--- src/rtl/noise_stream_source.sv ---
// noise_stream_source
//   Two-pass reader of a stored noise record held in an external synchronous
//   sample RAM (read data valid the cycle after mem_rd_en).
//   Pass 1 (MEAN/DIVIDE): sums the record and divides by MEMORY_DEPTH to form
//   noise_mean. Pass 2 (STREAM): replays every sample on a valid/ready stream
//   with noise_mean held constant, then pulses done_stream.
//   Optional build macro NOISE_MEAN_ROUND_EN: the mean rounds half away from
//   zero instead of truncating toward zero. Timing is identical either way.
//
// Stream handshake: a sample moves from this block to the sink on every
//   rising clock edge where valid_noise && sink_ready. Once valid_noise is
//   high it stays high, and noise_signal stays unchanged, until that transfer.
//
// fsm_state exposes the FSM encoding for checkers:
//   0 IDLE, 1 MEAN, 2 DIVIDE, 3 STREAM, 4 DONE.
module noise_stream_source #(
  parameter int DATA_WIDTH   = 16,
  parameter int MEMORY_DEPTH = 5968,
  parameter int ADDR_WIDTH   = 13
) (
  input  logic                         clk,
  input  logic                         reset_n,
  input  logic                         start,
  output logic                         mem_rd_en,
  output logic [ADDR_WIDTH-1:0]        mem_addr,
  input  logic signed [DATA_WIDTH-1:0] mem_rdata,
  input  logic                         sink_ready,
  output logic                         valid_noise,
  output logic signed [DATA_WIDTH-1:0] noise_signal,
  output logic signed [DATA_WIDTH-1:0] noise_mean,
  output logic                         mean_valid,
  output logic                         busy,
  output logic                         done_stream,
  output logic [2:0]                   fsm_state
);

  // Sum of MEMORY_DEPTH samples of DATA_WIDTH bits fits in this width
  // because MEMORY_DEPTH <= 2**ADDR_WIDTH.
  localparam int ACC_W = DATA_WIDTH + ADDR_WIDTH;
  localparam logic [ADDR_WIDTH-1:0] LAST_ADDR = ADDR_WIDTH'(MEMORY_DEPTH - 1);
  localparam logic signed [ACC_W-1:0] DEPTH_S = ACC_W'(MEMORY_DEPTH);
`ifdef NOISE_MEAN_ROUND_EN
  localparam logic signed [ACC_W-1:0] HALF_S = ACC_W'(MEMORY_DEPTH / 2);
`endif

  typedef enum logic [2:0] {
    S_IDLE   = 3'd0,
    S_MEAN   = 3'd1,
    S_DIVIDE = 3'd2,
    S_STREAM = 3'd3,
    S_DONE   = 3'd4
  } state_t;

  state_t state;
  state_t state_next;

  // Read issue bookkeeping
  logic [ADDR_WIDTH-1:0] next_addr;   // address of the next read to issue
  logic                  reads_done;  // every address of this pass issued
  logic                  ret_valid;   // mem_rdata carries a read return
  logic                  ret_last;    // that return is for LAST_ADDR

  // Mean datapath
  logic signed [ACC_W-1:0]      acc;
  logic signed [ACC_W-1:0]      dividend;
  logic signed [DATA_WIDTH-1:0] mean_q;

  // Output skid buffer: buf0 is the oldest stored sample
  logic signed [DATA_WIDTH-1:0] buf0;
  logic signed [DATA_WIDTH-1:0] buf1;
  logic [1:0]                   fifo_cnt;
  logic [1:0]                   cnt_next;
  logic [ADDR_WIDTH-1:0]        xfer_cnt;

  // Control decode
  logic restart;     // begin a pass at address 0
  logic issue;       // issue a read in the next cycle
  logic stream_ret;  // a STREAM read return is on mem_rdata this cycle
  logic pop;         // sample transfers at the coming edge
  logic stored_pop;  // the transferred sample came from the buffer
  logic push;        // read return must be stored in the buffer
  logic stream_room; // a read issued now is certain to have a slot on return

  // FSM state register
  always_ff @(posedge clk or negedge reset_n) begin
    if (!reset_n) state <= S_IDLE;
    else          state <= state_next;
  end

  // Stream output view: buffer head first, otherwise bypass the RAM return
  always_comb begin
    stream_ret   = (state == S_STREAM) && ret_valid;
    valid_noise  = (fifo_cnt != 2'd0) || stream_ret;
    noise_signal = '0;
    if (fifo_cnt != 2'd0) noise_signal = buf0;
    else if (stream_ret)  noise_signal = mem_rdata;
    pop         = valid_noise && sink_ready;
    stored_pop  = pop && (fifo_cnt != 2'd0);
    push        = stream_ret && !((fifo_cnt == 2'd0) && pop);
    cnt_next    = fifo_cnt + 2'(push) - 2'(stored_pop);
    // The read issued now returns two edges later; the one already in flight
    // may land first, so both must fit in the two slots with no pops.
    stream_room = (cnt_next == 2'd0) || ((cnt_next == 2'd1) && !mem_rd_en);
  end

  // FSM next-state and control decode
  always_comb begin
    state_next = state;
    restart    = 1'b0;
    issue      = 1'b0;
    case (state)
      S_IDLE: begin
        if (start) begin
          state_next = S_MEAN;
          restart    = 1'b1;
          issue      = 1'b1;
        end
      end
      S_MEAN: begin
        issue = !reads_done;
        if (ret_valid && ret_last) state_next = S_DIVIDE;
      end
      S_DIVIDE: begin
        state_next = S_STREAM;
        restart    = 1'b1;
        issue      = 1'b1;
      end
      S_STREAM: begin
        issue = !reads_done && stream_room;
        if (pop && (xfer_cnt == LAST_ADDR)) state_next = S_DONE;
      end
      S_DONE: begin
        state_next = S_IDLE;
      end
      default: begin
        state_next = S_IDLE;
      end
    endcase
  end

  // Status outputs decoded from the state register
  always_comb begin
    busy        = (state != S_IDLE);
    done_stream = (state == S_DONE);
    fsm_state   = state;
  end

  // Mean divide, truncating toward zero (optionally rounded half away)
  always_comb begin
`ifdef NOISE_MEAN_ROUND_EN
    dividend = acc[ACC_W-1] ? (acc - HALF_S) : (acc + HALF_S);
`else
    dividend = acc;
`endif
    mean_q = DATA_WIDTH'(dividend / DEPTH_S);
  end

  // RAM read address generator, one read per issue
  always_ff @(posedge clk or negedge reset_n) begin
    if (!reset_n) begin
      mem_rd_en  <= 1'b0;
      mem_addr   <= '0;
      next_addr  <= '0;
      reads_done <= 1'b0;
    end else begin
      mem_rd_en <= issue;
      if (issue) begin
        if (restart) begin
          mem_addr   <= '0;
          next_addr  <= ADDR_WIDTH'(1);
          reads_done <= 1'b0;
        end else begin
          mem_addr   <= next_addr;
          next_addr  <= next_addr + ADDR_WIDTH'(1);
          reads_done <= (next_addr == LAST_ADDR);
        end
      end
    end
  end

  // Track which cycles carry read data on mem_rdata
  always_ff @(posedge clk or negedge reset_n) begin
    if (!reset_n) begin
      ret_valid <= 1'b0;
      ret_last  <= 1'b0;
    end else begin
      ret_valid <= mem_rd_en;
      ret_last  <= mem_rd_en && (mem_addr == LAST_ADDR);
    end
  end

  // Accumulate sign-extended samples during the first pass
  always_ff @(posedge clk or negedge reset_n) begin
    if (!reset_n) begin
      acc <= '0;
    end else if (state == S_IDLE) begin
      acc <= '0;
    end else if ((state == S_MEAN) && ret_valid) begin
      acc <= acc + $signed({{ADDR_WIDTH{mem_rdata[DATA_WIDTH-1]}}, mem_rdata});
    end
  end

  // Register the mean in DIVIDE; the old mean survives IDLE and MEAN
  always_ff @(posedge clk or negedge reset_n) begin
    if (!reset_n) begin
      noise_mean <= '0;
      mean_valid <= 1'b0;
    end else if (state == S_IDLE) begin
      mean_valid <= 1'b0;
    end else if (state == S_DIVIDE) begin
      noise_mean <= mean_q;
      mean_valid <= 1'b1;
    end
  end

  // Two-entry skid buffer holding returns the sink has not yet taken
  always_ff @(posedge clk or negedge reset_n) begin
    if (!reset_n) begin
      buf0     <= '0;
      buf1     <= '0;
      fifo_cnt <= 2'd0;
    end else if (state == S_IDLE) begin
      fifo_cnt <= 2'd0;
    end else begin
      fifo_cnt <= cnt_next;
      case (fifo_cnt)
        2'd0: begin
          if (push) buf0 <= mem_rdata;
        end
        2'd1: begin
          if (stored_pop && push) buf0 <= mem_rdata;
          else if (push)          buf1 <= mem_rdata;
        end
        default: begin
          if (stored_pop) begin
            buf0 <= buf1;
            if (push) buf1 <= mem_rdata;
          end
        end
      endcase
    end
  end

  // Count transferred samples to find the end of the stream
  always_ff @(posedge clk or negedge reset_n) begin
    if (!reset_n) begin
      xfer_cnt <= '0;
    end else if (state == S_DIVIDE) begin
      xfer_cnt <= '0;
    end else if (pop) begin
      xfer_cnt <= xfer_cnt + ADDR_WIDTH'(1);
    end
  end

endmodule

--- config.mk ---
export PLATFORM = sky130hd
export DESIGN_NAME = noise_stream_source
export DESIGN_NICKNAME = d
export VERILOG_FILES = /design/src/rtl/noise_stream_source.sv
export SDC_FILE = /design/constraint.sdc
export NUM_CORES = 1
export LEC_CHECK = 0
export BUFFER_PORTS_ARGS = -buffer_cell sky130_fd_sc_hd__buf_2
export CELL_PAD_IN_SITES_DETAIL_PLACEMENT = 0
export CELL_PAD_IN_SITES_GLOBAL_PLACEMENT = 1
export CORE_MARGIN = 4
export CORE_UTILIZATION = 43
export CTS_CLUSTER_DIAMETER = 40
export CTS_CLUSTER_SIZE = 8
export DETAILED_ROUTE_END_ITERATION = 6
export MAX_ROUTING_LAYER = met4
export PLACE_DENSITY = 0.76
export SLEW_MARGIN = 30
export SYNTH_ARGS = -nofsm -noshare
export SYNTH_HDL_FRONTEND = slang
export SYNTH_SLANG_ARGS = --single-unit
export TNS_END_PERCENT = 20
--- constraint.sdc ---
create_clock -name clk -period 15.1 [get_ports clk]
set_clock_uncertainty 0.15 [all_clocks]
set_input_delay 0.755 -clock clk [delete_from_list [all_inputs] [get_ports clk]]
set_output_delay 0.755 -clock clk [all_outputs]
set_load 0.05 [all_outputs]
Word-level counts from Yosys, hierarchy flattened
Index checks and enable logic that the tools add are counted.
{"block": "word_totals", "output_inout_bits": 53, "regBits": 126}
{"block": "classes", "eq_ne": 15, "div": 1, "mux": 27, "addsub": 5, "bitwise_logic": 2, "n_reduce_logical": 31}
{"op": "2-to-1 mux 16 bit", "count": 8}
{"op": "case mux 16 bit (2 select lines)", "count": 2}
{"op": "2-to-1 mux 29 bit", "count": 2}
{"op": "2-to-1 mux 13 bit", "count": 4}
{"op": "equality test 13 bit (second input constant)", "count": 3}
{"op": "adder 29 x 16 -> 29 bit", "count": 1}
{"op": "divider 29 x 14 -> 29 bit (second input constant)", "count": 1}
{"op": "adder 13 x 1 -> 13 bit (second input constant)", "count": 2}
{"op": "logical AND 1 bit", "count": 12}
{"op": "case mux 3 bit (4 select lines)", "count": 1}
{"op": "!= test 2 bit (second input constant)", "count": 5}
{"op": "nonzero test 2 bit", "count": 5}
{"op": "2-to-1 mux 3 bit", "count": 3}
{"op": "AND reduction 4 bit", "count": 2}
{"op": "equality test 3 x 2 -> 1 bit (second input constant)", "count": 2}
{"op": "nonzero test 3 bit", "count": 2}
{"op": "equality test 2 x 1 -> 1 bit (second input constant)", "count": 2}
{"op": "zero test 2 bit", "count": 2}
{"op": "2-to-1 mux 1 bit", "count": 4}
{"op": "case mux 1 bit (4 select lines)", "count": 1}
{"op": "equality test 3 x 1 -> 1 bit (second input constant)", "count": 1}
{"op": "equality test 3 bit (second input constant)", "count": 1}
{"op": "zero test 1 bit", "count": 3}
{"op": "zero test 3 bit", "count": 1}
{"op": "other kinds (9)", "count": 11}

Logic depth before layout (Yosys ltp)
Gate-level depths: netlist (run 1).
{"block": "depth", "word_depth": 14, "mapped_depth": 76, "mapped_depth_nobuf": 63}

Least setup slack after synthesis (run 1)
No wires, ideal clock.
{"block": "synth_timing", "kind": "register -> register", "from": "register acc[1]", "to": "register noise_mean[14]", "n_path_buf": 7, "required_time_ns": 14.814, "setup_ns": 0.136, "arrival_time_ns": 15.041, "stages_incl_launch_ff": 68, "path_slack_ns": -0.227, "synth_period_minus_slack_ns": 15.327, "cell_sequence": "dfrtp_1 inv_1 ha_1 or4b_1 nor2_4 nand3_2 a311o_1 and2_1 buf_6 and3_1 buf_6 a2111oi_4 a211oi_4 a211o_1 o21a_2 nor4_4 or2_1 buf_4 (+32 left out) inv_1 o21ai_2 nand2_1 a221oi_2 nand3_1 a21boi_4 mux2_1 o311a_2 nand3b_1 a21oi_1 ha_1 and3_1 nand2_1 nand2_1 o21ai_0 nor2_1 xnor2_1 o21ai_0"}
{"block": "synth_between", "elab_chain_cells": 1}
{"item": "start: declaration", "line": "64", "text": "logic signed [ACC_W-1:0] acc;"}
{"item": "start signal: assignment", "line": "199", "text": "acc <= acc + $signed({{ADDR_WIDTH{mem_rdata[DATA_WIDTH-1]}}, mem_rdata});"}
{"item": "divider 29 x 14 -> 29 bit", "line": "155", "text": "mean_q = DATA_WIDTH'(dividend / DEPTH_S);"}
{"item": "end signal: assignment", "line": "211", "text": "noise_mean <= mean_q;"}
{"item": "end: declaration", "line": "30", "text": "output logic signed [DATA_WIDTH-1:0] noise_mean,"}
No other way between the ends.
A chain may end at the register's enable or synchronous reset.

Worst setup path after layout (run 1)
{"block": "layout_timing", "from": "register acc[7]", "to": "register noise_mean[4]"}
Same word-level chain as after synthesis.

==> results.md, run 1 <==
- Die X: 195.8 µm
- Vias: ~17,000
- Most used cell, CP: buf_4
- Final Max Slew Viols: 0
- Final layout net count: 2,544
- Yosys cell types: 130
- Via count of the first global-routing pass: approximately 16,000
- Tmin final: ~15 ns
- RePlAce Congestion: between 0.9 and 1
- Ant. Diodes: 0
- Post-DP HPWL: between 30 and 40 mm
- Placed Instances: roughly 2,900
- FMAX: ~0.066 GHz
- Syn nets: around 2,000
- Critical Path Sink Type: flip-flop
- Initial antenna violation count: 0
- Worst EP arrival: 15.20 ns
- Synth Register Bits: between 100 and 150
- Slowest CP cell: or4_4
- Period utilization: between 90% and 100%
- H-tree levels: 4
- Global-route wire length before repair: 80.75 mm
- Status: complete, no violations
- Top Ports: 73
- DRT antenna net count: 0
- Main flop type after synthesis: dfrtp_1
- Largest net degree at the start of global routing: 67
- Multi-input gate area: between 10,000 and 15,000 µm²
- Reg area: between 3000 and 4000 µm²
- Core footprint: 34,630 µm²
- Overflow left after global routing: 0
- Final hold violation count: 0
- Commonest non-fill, non-tap cell in the layout: buf_4
- Hold buffer count at cts: 0
- Sequential area share after synthesis: just over 20%
- Clock Pin Slew Worst Setup and Hold Paths: 0.07 ns
- Root Driver: clkbuf_16
- DP Area: 19,230 µm²
- DR iter-0 viols: 1,065
- Max-cap violations: 0
- Clock tree sinks: approximately 130
- Synth Warn #: 0
- DRT Pass-1 Iters: 5
- Vias per inst: just under 6
- Routed wire length: just over 50 mm
- Post-route DRC: 0
- Slew headroom: between 30% and 40%
- Fin cells: between 2,000 and 3,000
- Longest Clk Path Bufs: 2
- RSZ-0062 raised after global routing: true
- CTS tree: yes
- Share of the synthesized area in the top cell type: between 20% and 30%
- Final setup vio count: 0
- Die area: between 30,000 and 40,000 µm²
- Die Span Y: a little under 200 µm
- Slew of the pin with the lowest slew margin: approximately 1.0 ns
- Crit path kind: reg -> reg
- GRT Resource Usage Total: about a quarter
- EDFF count, synth: 0
- Area Overhead vs Synth: 44.37%
- Average size of a mapped cell: just under 8 µm²
- Total CTS buffers: 17
- WL/cell: between 15 and 20 µm
- Reg2reg path depth: between 60 and 70
- Worst hold-check path type: in -> async
- Crit-path max cell delay: between 0.5 and 0.6 ns
- Synth area leader: dfrtp_1
- Cells after Synth: 1,973
- Port buffer count: between 70 and 80
- Fill count: between 2,000 and 3,000
- Most frequent cells in the layout: buf_4, nand2_1, nor2_1
- CP Launch Type: flip-flop
- Synth Cell Area: around 15,000 µm²
- Share of post-route cells with drive strength above 1: between 30 and 40%
- Worst EP required: around 15 ns
- FFs w/ async S/R, synth: 100.0%
- Clk Latency, worst-skew pair: approximately 0.43 ns
- Top cells by area, synth: dfrtp_1, xnor2_1, nand2_1
- Floorplan row count: 68
- Initial core utilization: a little over two fifths
- CP max FO: 8
- Fin area: ~22,000 µm²
[metrics by stage]
| step | setup WS, ns | setup TNS, ns | hold WS, ns | utilization (%) |
|---|---|---|---|---|
| after floorplan | 0.01081 | 0 | 0.3094 | - |
| after global placement | -0.2660 | -0.8788 | 0.2855 | 55.48 |
| after detailed placement | -0.5757 | -2.712 | 0.2958 | 55.53 |
| after CTS | 0.001677 | 0 | 0.1667 | 58.54 |
| after global routing | -0.5475 | -3.304 | 0.1882 | 63.24 |
| final | 0.04853 | 0 | 0.1483 | 63.24 |
[state kept, by name, indices dropped and copies added, names as in the netlist, 2 cells and up]
signal	count
next_addr	13
xfer_cnt	13
fsm_state	3
mem_addr	13
buf1	16
acc	29
buf0	16
noise_mean	16
fifo_cnt	2
[final cells by class]
cell class,count,area share [%]
Clock buffer,17,1.943
Clock inverter,15,0.7657
Inverter,44,0.7542
Multi-Input combinational cell,1697,59.29
Sequential cell,126,14.40
Tap cell,455,2.600
Timing Repair Buffer,601,20.24
[metal layers]
metal / GRT usage, % / vias up / part of all wire [%]
li1: - / 8427 / -
met3: 2.610 / 64 / 4.2
met1: 34.28 / 8331 / 46
met2: 40.91 / 475 / 48
met4: 5.043 / 0 / 1.3
met5: - / - / 0
[timing repair]
action / 4_1_cts / 5_1_grt
resized for setup: 63 / 253
cloned: 0 / 3
pin swaps: 28 / 143
setup buffers: 15 / 46
setup endpoints to repair: 8 / 16
endpoints found under the hold margin: 0 / 0
[cell families (layout without fill, tap and decap cells)]
group | Yosys count | count (layout) | synth area share (%)
adder cells (fa/ha/maj) | 42 | 42 | 3.432
AND/OR/NAND/NOR | 739 | 739 | 24.47
AO/OA/AOI/OAI | 675 | 677 | 31.96
XOR/XNOR | 171 | 171 | 10.31
multiplexers | 68 | 68 | 4.776
buffers and inverters | 152 | 677 | 4.265
flip-flops | 126 | 126 | 20.79
[critical path: cells and delay by family (launching register included)]
family,cells,cell delay [ns]
simple gates,18,5.08
xor+xnor,2,0.36
compound gates,28,5.34
fa+ha+maj,1,0.21
mux,5,1.42
flops,1,0.50
buf+inv,13,1.79
[worst paths after layout]
| kind | from | slack, ns | to |
|---|---|---|---|
| worst max-delay path | acc[7] | 0.05 | noise_mean[4] |
| worst min-delay path | reset_n | 0.15 | mem_addr[10] |
| worst max register to register | acc[7] | 0.05 | noise_mean[4] |
| worst min register to register | mem_rd_en | 0.33 | ret_valid |
| max in group asynchronous | reset_n | 13.30 | fifo_cnt[1] |
| min in group clk | mem_rd_en | 0.33 | ret_valid |
[cells in the mapped netlist, drive strengths merged, types with 16 or more instances]
master / n
mux2: 23
and2: 23
xnor2: 106
xor2: 63
o22ai: 16
a21o: 28
a21oi: 156
a22o: 32
nand4: 20
or2: 20
a31oi: 39
nand3: 69
o21bai: 26
nor2: 191
ha: 36
a211oi: 30
and3: 24
inv: 43
o211ai: 27
clkbuf: 73
dfrtp: 126
nor4: 28
nand2: 221
o21ai: 131
buf: 35
or3: 24
mux2i: 45
nor3: 54
Power of run 1 is left out: the tool's default activity adds up to more than one toggle a clock period on the data nets, which glitch-free logic cannot reach.
==> run 2, diff against run 1 <==
Settings changed: CORE_UTILIZATION 43 to 45.
Clock period 15.1 ns to 17.55 ns, I/O delays scaled along.
==> results.md, run 2 (synthesis results as in run 1) <==
- Met3 routed WL: 1.929 mm (was 2.139 mm)
- Commonest non-fill, non-tap cell in the layout: nand2_1 (was buf_4)
- Max reg flops: 29 (unchanged)
- Floorplan row count: 66 (was 68)
- Period utilization: 94.82% (was 99.68%)
- Global-route wire length before repair: 74.46 mm (was 80.75 mm)
- FMAX: 0.06009 GHz (was 0.06644 GHz)
- Worst hold-check path type: in -> async (unchanged)
- Clock tree sinks: 126 (unchanged)
- Final hold violation count: 0 (unchanged)
- Total CTS buffers: 17 (unchanged)
- Clk Latency, worst-skew pair: 0.44 ns (was 0.43 ns)
- Most used cell, CP: buf_4 (unchanged)
- Area Overhead vs Synth: 15.66% (was 44.37%)
- Root Driver: clkbuf_16 (unchanged)
- Hold buffer count at cts: 0 (unchanged)
- Overflow left after global routing: 0 (unchanged)
- Via count of the first global-routing pass: 14,020 (was 16,350)
- RePlAce Congestion: 0.9463 (was 0.9145)
- Tmin final: 16.64 ns (was 15.05 ns)
- Final layout net count: 2,105 (was 2,544)
- Die area: 36,700 µm² (was 38,340 µm²)
- Clock Pin Slew Worst Setup and Hold Paths: 0.07 ns (about the same)
- H-tree levels: 4 (unchanged)
- CP Launch Type: flip-flop (unchanged)
- Slew headroom: 39.61% (was 33.00%)
- Longest Clk Path Bufs: 2 (unchanged)
- Slew of the pin with the lowest slew margin: 0.9059 ns (was 0.9978 ns)
- DRT antenna net count: 0 (unchanged)
- Worst EP required: 17.71 ns (was 15.25 ns)
- CTS tree: yes (unchanged)
- Buf/Inv on CP: 5 (was 13)
- Status: complete, no violations (unchanged)
- Top Ports: 73 (unchanged)
- Vias: 15,390 (was 17,300)
- Post-route DRC: 0 (unchanged)
- Critical path's top delay family: simple AND/OR/NAND/NOR gates (was compound AO/OA/AOI/OAI gates)
- Routed wire length: 45.94 mm (was 50.70 mm)
- Biggest register: acc (unchanged)
- Max-cap violations: 0 (unchanged)
- Final setup vio count: 0 (unchanged)
- Worst EP arrival: 16.80 ns (was 15.20 ns)
- Uppermost layer routed: met4 (unchanged)
- Share of post-route cells with drive strength above 1: 19.51% (was 38.96%)
- WL/cell: 18.35 µm (was 17.16 µm)
- Final Max Slew Viols: 0 (unchanged)
- Most frequent cells in the layout: nand2_1, nor2_1, a21oi_1 (was buf_4, nand2_1, nor2_1)
- Vias per inst: 6.145 (was 5.853)
- Initial core utilization: 46.15% (was 43.80%)
- Initial antenna violation count: 1 (was 0)
- Die X: 191.6 µm (was 195.8 µm)
- DR iter-0 viols: 1,058 (was 1,065)
- Wl on met1: 22.14 mm (was 23.57 mm)
- Worst setup margin: 0.9083 ns (was 0.04853 ns)
- Port buffer count: 72 (unchanged)
- DRT Pass-1 Iters: 6 (was 5)
- Core footprint: 32,870 µm² (was 34,630 µm²)
- GRT Resource Usage Total: 24.93% (was 25.13%)
- Slowest CP cell: or4_1 (was or4_4)
- Post-DP HPWL: 33.79 mm (was 37.01 mm)
- Post-Place Setup Slack: -0.4257 ns (was -0.5757 ns)
- Crit-path max cell delay: 0.63 ns (was 0.57 ns)
- Metal2 WL: 21.16 mm (was 24.35 mm)
- CP max FO: 11 (was 8)
- Die Span Y: 191.6 µm (was 195.8 µm)
- Critical Path Sink Type: flip-flop (unchanged)
- Largest net degree at the start of global routing: 78 (was 67)
- Crit path kind: reg -> reg (unchanged)
run 2: cell count changes in the layout (fill, tap and decap cells not counted), moves of 8 or more:
cell / before / now
buf_4: 509 / 89
buf_6: 17 / 3
o21ai_0: 92 / 105
a21oi_1: 130 / 141
a31oi_1: 28 / 38
a31oi_2: 10 / 0
a21oi_2: 19 / 11
run 2: repair_timing:
action	CTS	global route
setup endpoints to repair	6	16
cloned	1	0
pin swaps	1	22
gates resized for setup	12	103
setup buffers	2	36
run 2: worst paths after layout:
| check | from | to | slack (ns) | depth (start not counted) |
|---|---|---|---|---|
| worst min register to register | mem_rd_en | ret_valid | 0.31 | 0 |
| worst min-delay path | reset_n | mem_addr[4] | 0.22 | 1 |
| max in group asynchronous | reset_n | fifo_cnt[1] | 15.84 | 2 |
| min in group clk | mem_rd_en | ret_valid | 0.31 | 0 |
| worst max register to register | acc[1] | noise_mean[14] | 0.91 | 65 |
| worst max-delay path | acc[1] | noise_mean[14] | 0.91 | 65 |
run 2: layout make-up:
cell class	count	area (µm²)
Fill cell	3217	15320
Multi-Input combinational cell	1696	12030
Sequential cell	126	3154
Timing Repair Buffer	163	1057
Tap cell	442	553.0
Clock buffer	17	425.4
Inverter	44	165.2
Clock inverter	15	152.6
Antenna cell	1	2.502
run 2: routing by layer:
metal / global-route usage (%) / up-vias
li1: - / 7561
met1: 35.78 / 7353
met2: 38.46 / 414
met3: 2.635 / 60
met4: 5.028 / 0
met5: - / -
run 2: per-stage QoR:
step,setup TNS (ns),area (µm²),instances,hold WS [ns],util (%)
4_1_cts,0,16690,2467,0.2263,50.77
3_5_place_dp,-1.383,16030,2432,0.3024,48.77
5_1_grt,-0.09759,17540,2504,0.2500,53.37
2_1_floorplan,0,15170,1973,0.3173,-
6_report,0,17540,2504,0.2239,53.37
3_3_place_gp,-0.09014,16010,2432,0.3046,48.71
Power of run 2 is left out for the same reason.
==> run 3, diff against run 2 <==
Settings changed: ABC_AREA set to 1, CAP_MARGIN set to 20, PLACE_DENSITY 0.76 to 0.78.
Clock period 17.55 ns to 17.8 ns, I/O delays scaled along.
==> results.md, run 3 <==
- Ant. Diodes: 0 (was 1)
- Biggest register: acc (unchanged)
- R2R Path Start: acc[28] (was acc[1])
- GRT Resource Usage Total: 22.01% (was 24.93%)
- Average size of a mapped cell: 6.963 µm² (was 7.687 µm²)
- Vias: 12,760 (was 15,390)
- Clk Latency, worst-skew pair: 0.44 ns (about the same)
- Via count of the first global-routing pass: 12,130 (was 14,020)
- RSZ-0062 raised after global routing: false
- Clock tree sinks: 126 (unchanged)
- Top Ports: 73 (unchanged)
- Hold buffer count at cts: 0 (unchanged)
- Routed wire length: 36.01 mm (was 45.94 mm)
- CP max FO: 28 (was 11)
- Post-route DRC: 0 (unchanged)
- Hold path depth: 0
- RePlAce Congestion: 0.8866 (was 0.9463)
- Vias per inst: 5.127 (was 6.145)
- Longest Clk Path Bufs: 2 (unchanged)
- Commonest non-fill, non-tap cell in the layout: nand2_1 (unchanged)
- Overflow left after global routing: 0 (unchanged)
- Period utilization: 87.99% (was 94.82%)
- Final setup vio count: 0 (unchanged)
- Port buffer count: 72 (unchanged)
- Total CTS buffers: 17 (unchanged)
- Final Max Slew Viols: 0 (unchanged)
- DR iter-0 viols: 810 (was 1,058)
- DRT antenna net count: 0 (unchanged)
- CTS tree: yes (unchanged)
- Worst hold-check path type: reg -> reg (was in -> async)
- Max-cap violations: 0 (unchanged)
- R2R setup slack: 2.14 ns (was 0.91 ns)
- Post-cts gate resize count: 0 (was 12)
- Most used cell, CP: nand2_4 (was buf_4)
- Worst EP arrival: 15.82 ns (was 16.80 ns)
- DRT Pass-1 Iters: 5 (was 6)
- Clock Pin Slew Worst Setup and Hold Paths: 0.07 ns (about the same)
- Syn nets: 2,078 (was 2,030)
- Final hold violation count: 0 (unchanged)
- Critical Path Sink Type: flip-flop (unchanged)
- Slew of the pin with the lowest slew margin: 0.9098 ns (was 0.9059 ns)
- Area Overhead vs Synth: 8.389% (was 15.66%)
- Cells after Synth: 2,022 (was 1,973)
- Core footprint: 30,750 µm² (was 32,870 µm²)
- Yosys cell types: 69 (was 130)
- Worst EP required: 17.96 ns (was 17.71 ns)
- Post-CTS Setup Bufs: 0 (was 2)
- Main flop type after synthesis: dfrtp_1 (unchanged)
- Hold EP: ret_valid
- Initial core utilization: 45.79% (was 46.15%)
- Most numerous cell in the Yosys netlist: nand2_1 (unchanged)
- Share of the synthesized area in the top cell type: 22.39% (was 20.79%)
- Sequential area share after synthesis: 22.39% (was 20.79%)
- Largest net degree at the start of global routing: 76 (was 78)
- FFs w/ async S/R, synth: 100.0% (unchanged)
- CP Launch Type: flip-flop (unchanged)
- Fill count: 3,084 (was 3,217)
- Crit path kind: reg -> reg (unchanged)
- Reg2reg path depth: 111 (was 65)
- Max reg flops: 29 (unchanged)
- Synth Cell Area: 14,080 µm² (was 15,170 µm²)
- Most frequent cells in the layout: nand2_1, inv_1, nand3_1 (was nand2_1, nor2_1, a21oi_1)
- Post-DP HPWL: 28.63 mm (was 33.79 mm)
- Floorplan row count: 64 (was 66)
- Crit-path max cell delay: 0.70 ns (was 0.63 ns)
- Synth area leader: dfrtp_1 (unchanged)
- Initial antenna violation count: 0 (was 1)
- WL/cell: 14.47 µm (was 18.35 µm)
- Final layout net count: 2,136 (was 2,105)
- Die X: 184.9 µm (was 191.6 µm)
- FMAX: 0.06384 GHz (was 0.06009 GHz)
- Hold_sp: mem_rd_en
- Root Driver: clkbuf_16 (unchanged)
- Status: complete, no violations (unchanged)
- Tmin final: 15.66 ns (was 16.64 ns)
- Fin Setup TNS: 0 ns (unchanged)
- Synth Warn #: 0 (unchanged)
- Synth Register Bits: 126 (unchanged)
- Global-route wire length before repair: 60.35 mm (was 74.46 mm)
- H-tree levels: 4 (unchanged)
- Top cells by area, synth: dfrtp_1, nand2_1, nand2_4 (was dfrtp_1, xnor2_1, nand2_1)
- Top cells by count, synth: nand2_1, inv_1, nand3_1, nor2_1, dfrtp_1 (was nand2_1, nor2_1, a21oi_1, dfrtp_1, o21ai_0)
- Worst R2R End: noise_mean[14] (unchanged)
- Die area: 34,180 µm² (was 36,700 µm²)
- Slew headroom: 38.97% (was 39.61%)
- Slowest CP cell: dfrtp_1 (was or4_1)
- EDFF count, synth: 0 (unchanged)
- Die Span Y: 184.9 µm (was 191.6 µm)
- Share of post-route cells with drive strength above 1: 24.65% (was 19.51%)
==> run 3: kinds of logic after synthesis <==
logic type | count (synthesis) | share of synthesized area, %
AOI/OAI and AO/OA | 310 | 13.69
xor gates and xnor gates | 62 | 4.177
adders and majority gates | 36 | 3.252
buffers and inverters | 363 | 11.82
DFF | 126 | 22.39
and+or+nand+nor | 1125 | 44.67
==> run 3: worst max path at each step <==
stage                     startpoint        endpoint  slack [ns]  depth (start not counted)
after floorplan               acc[1]  noise_mean[14]        4.97                        126
after global placement       acc[28]  noise_mean[14]        2.53                        105
after detailed placement     acc[28]  noise_mean[14]        2.19                        111
after CTS                    acc[28]  noise_mean[14]        2.11                        111
after global routing         acc[28]  noise_mean[14]        0.50                        111
final                        acc[28]  noise_mean[14]        2.14                        111
==> run 3: per-layer routing <==
layer  track usage [%]  part of all wire, %
met5                 -                    0
met4             5.432                  2.0
met3             3.319                  2.9
met2             34.84                   46
met1             29.79                   49
==> run 3: final cells by class <==
type,count,area (µm²),area share (%)
Sequential cell,126,3153,20.66
Timing Repair Buffer,79,419.2,2.747
Inverter,323,1290,8.453
Multi-Input combinational cell,1533,9285,60.84
Clock inverter,15,192.7,1.263
Clock buffer,17,425.4,2.788
Tap cell,396,495.5,3.247
==> run 3: stage by stage <==
step / cell area (µm²) / util (%) / cells / hold slack [ns] / setup slack, ns
after floorplan: 14080 / - / 2022 / 0.2812 / 4.968
after detailed placement: 14630 / 47.57 / 2457 / 0.2849 / 2.188
after global routing: 15260 / 49.63 / 2489 / 0.3198 / 0.4954
final: 15260 / 49.63 / 2489 / 0.2913 / 2.137
after global placement: 14630 / 47.56 / 2457 / 0.2766 / 2.531
after CTS: 15250 / 49.58 / 2489 / 0.3055 / 2.107
==> run 3: critical path, delay by kind of cell (launching register included) <==
kind,cells,cell delay [ns]
adder cells (fa/ha/maj),1,0.16
flip-flops,1,0.70
AND/OR/NAND/NOR,88,10.63
AO/OA/AOI/OAI,11,2.18
buffers and inverters,9,1.14
XOR/XNOR,2,0.41
Power of run 3 is left out for the same reason.
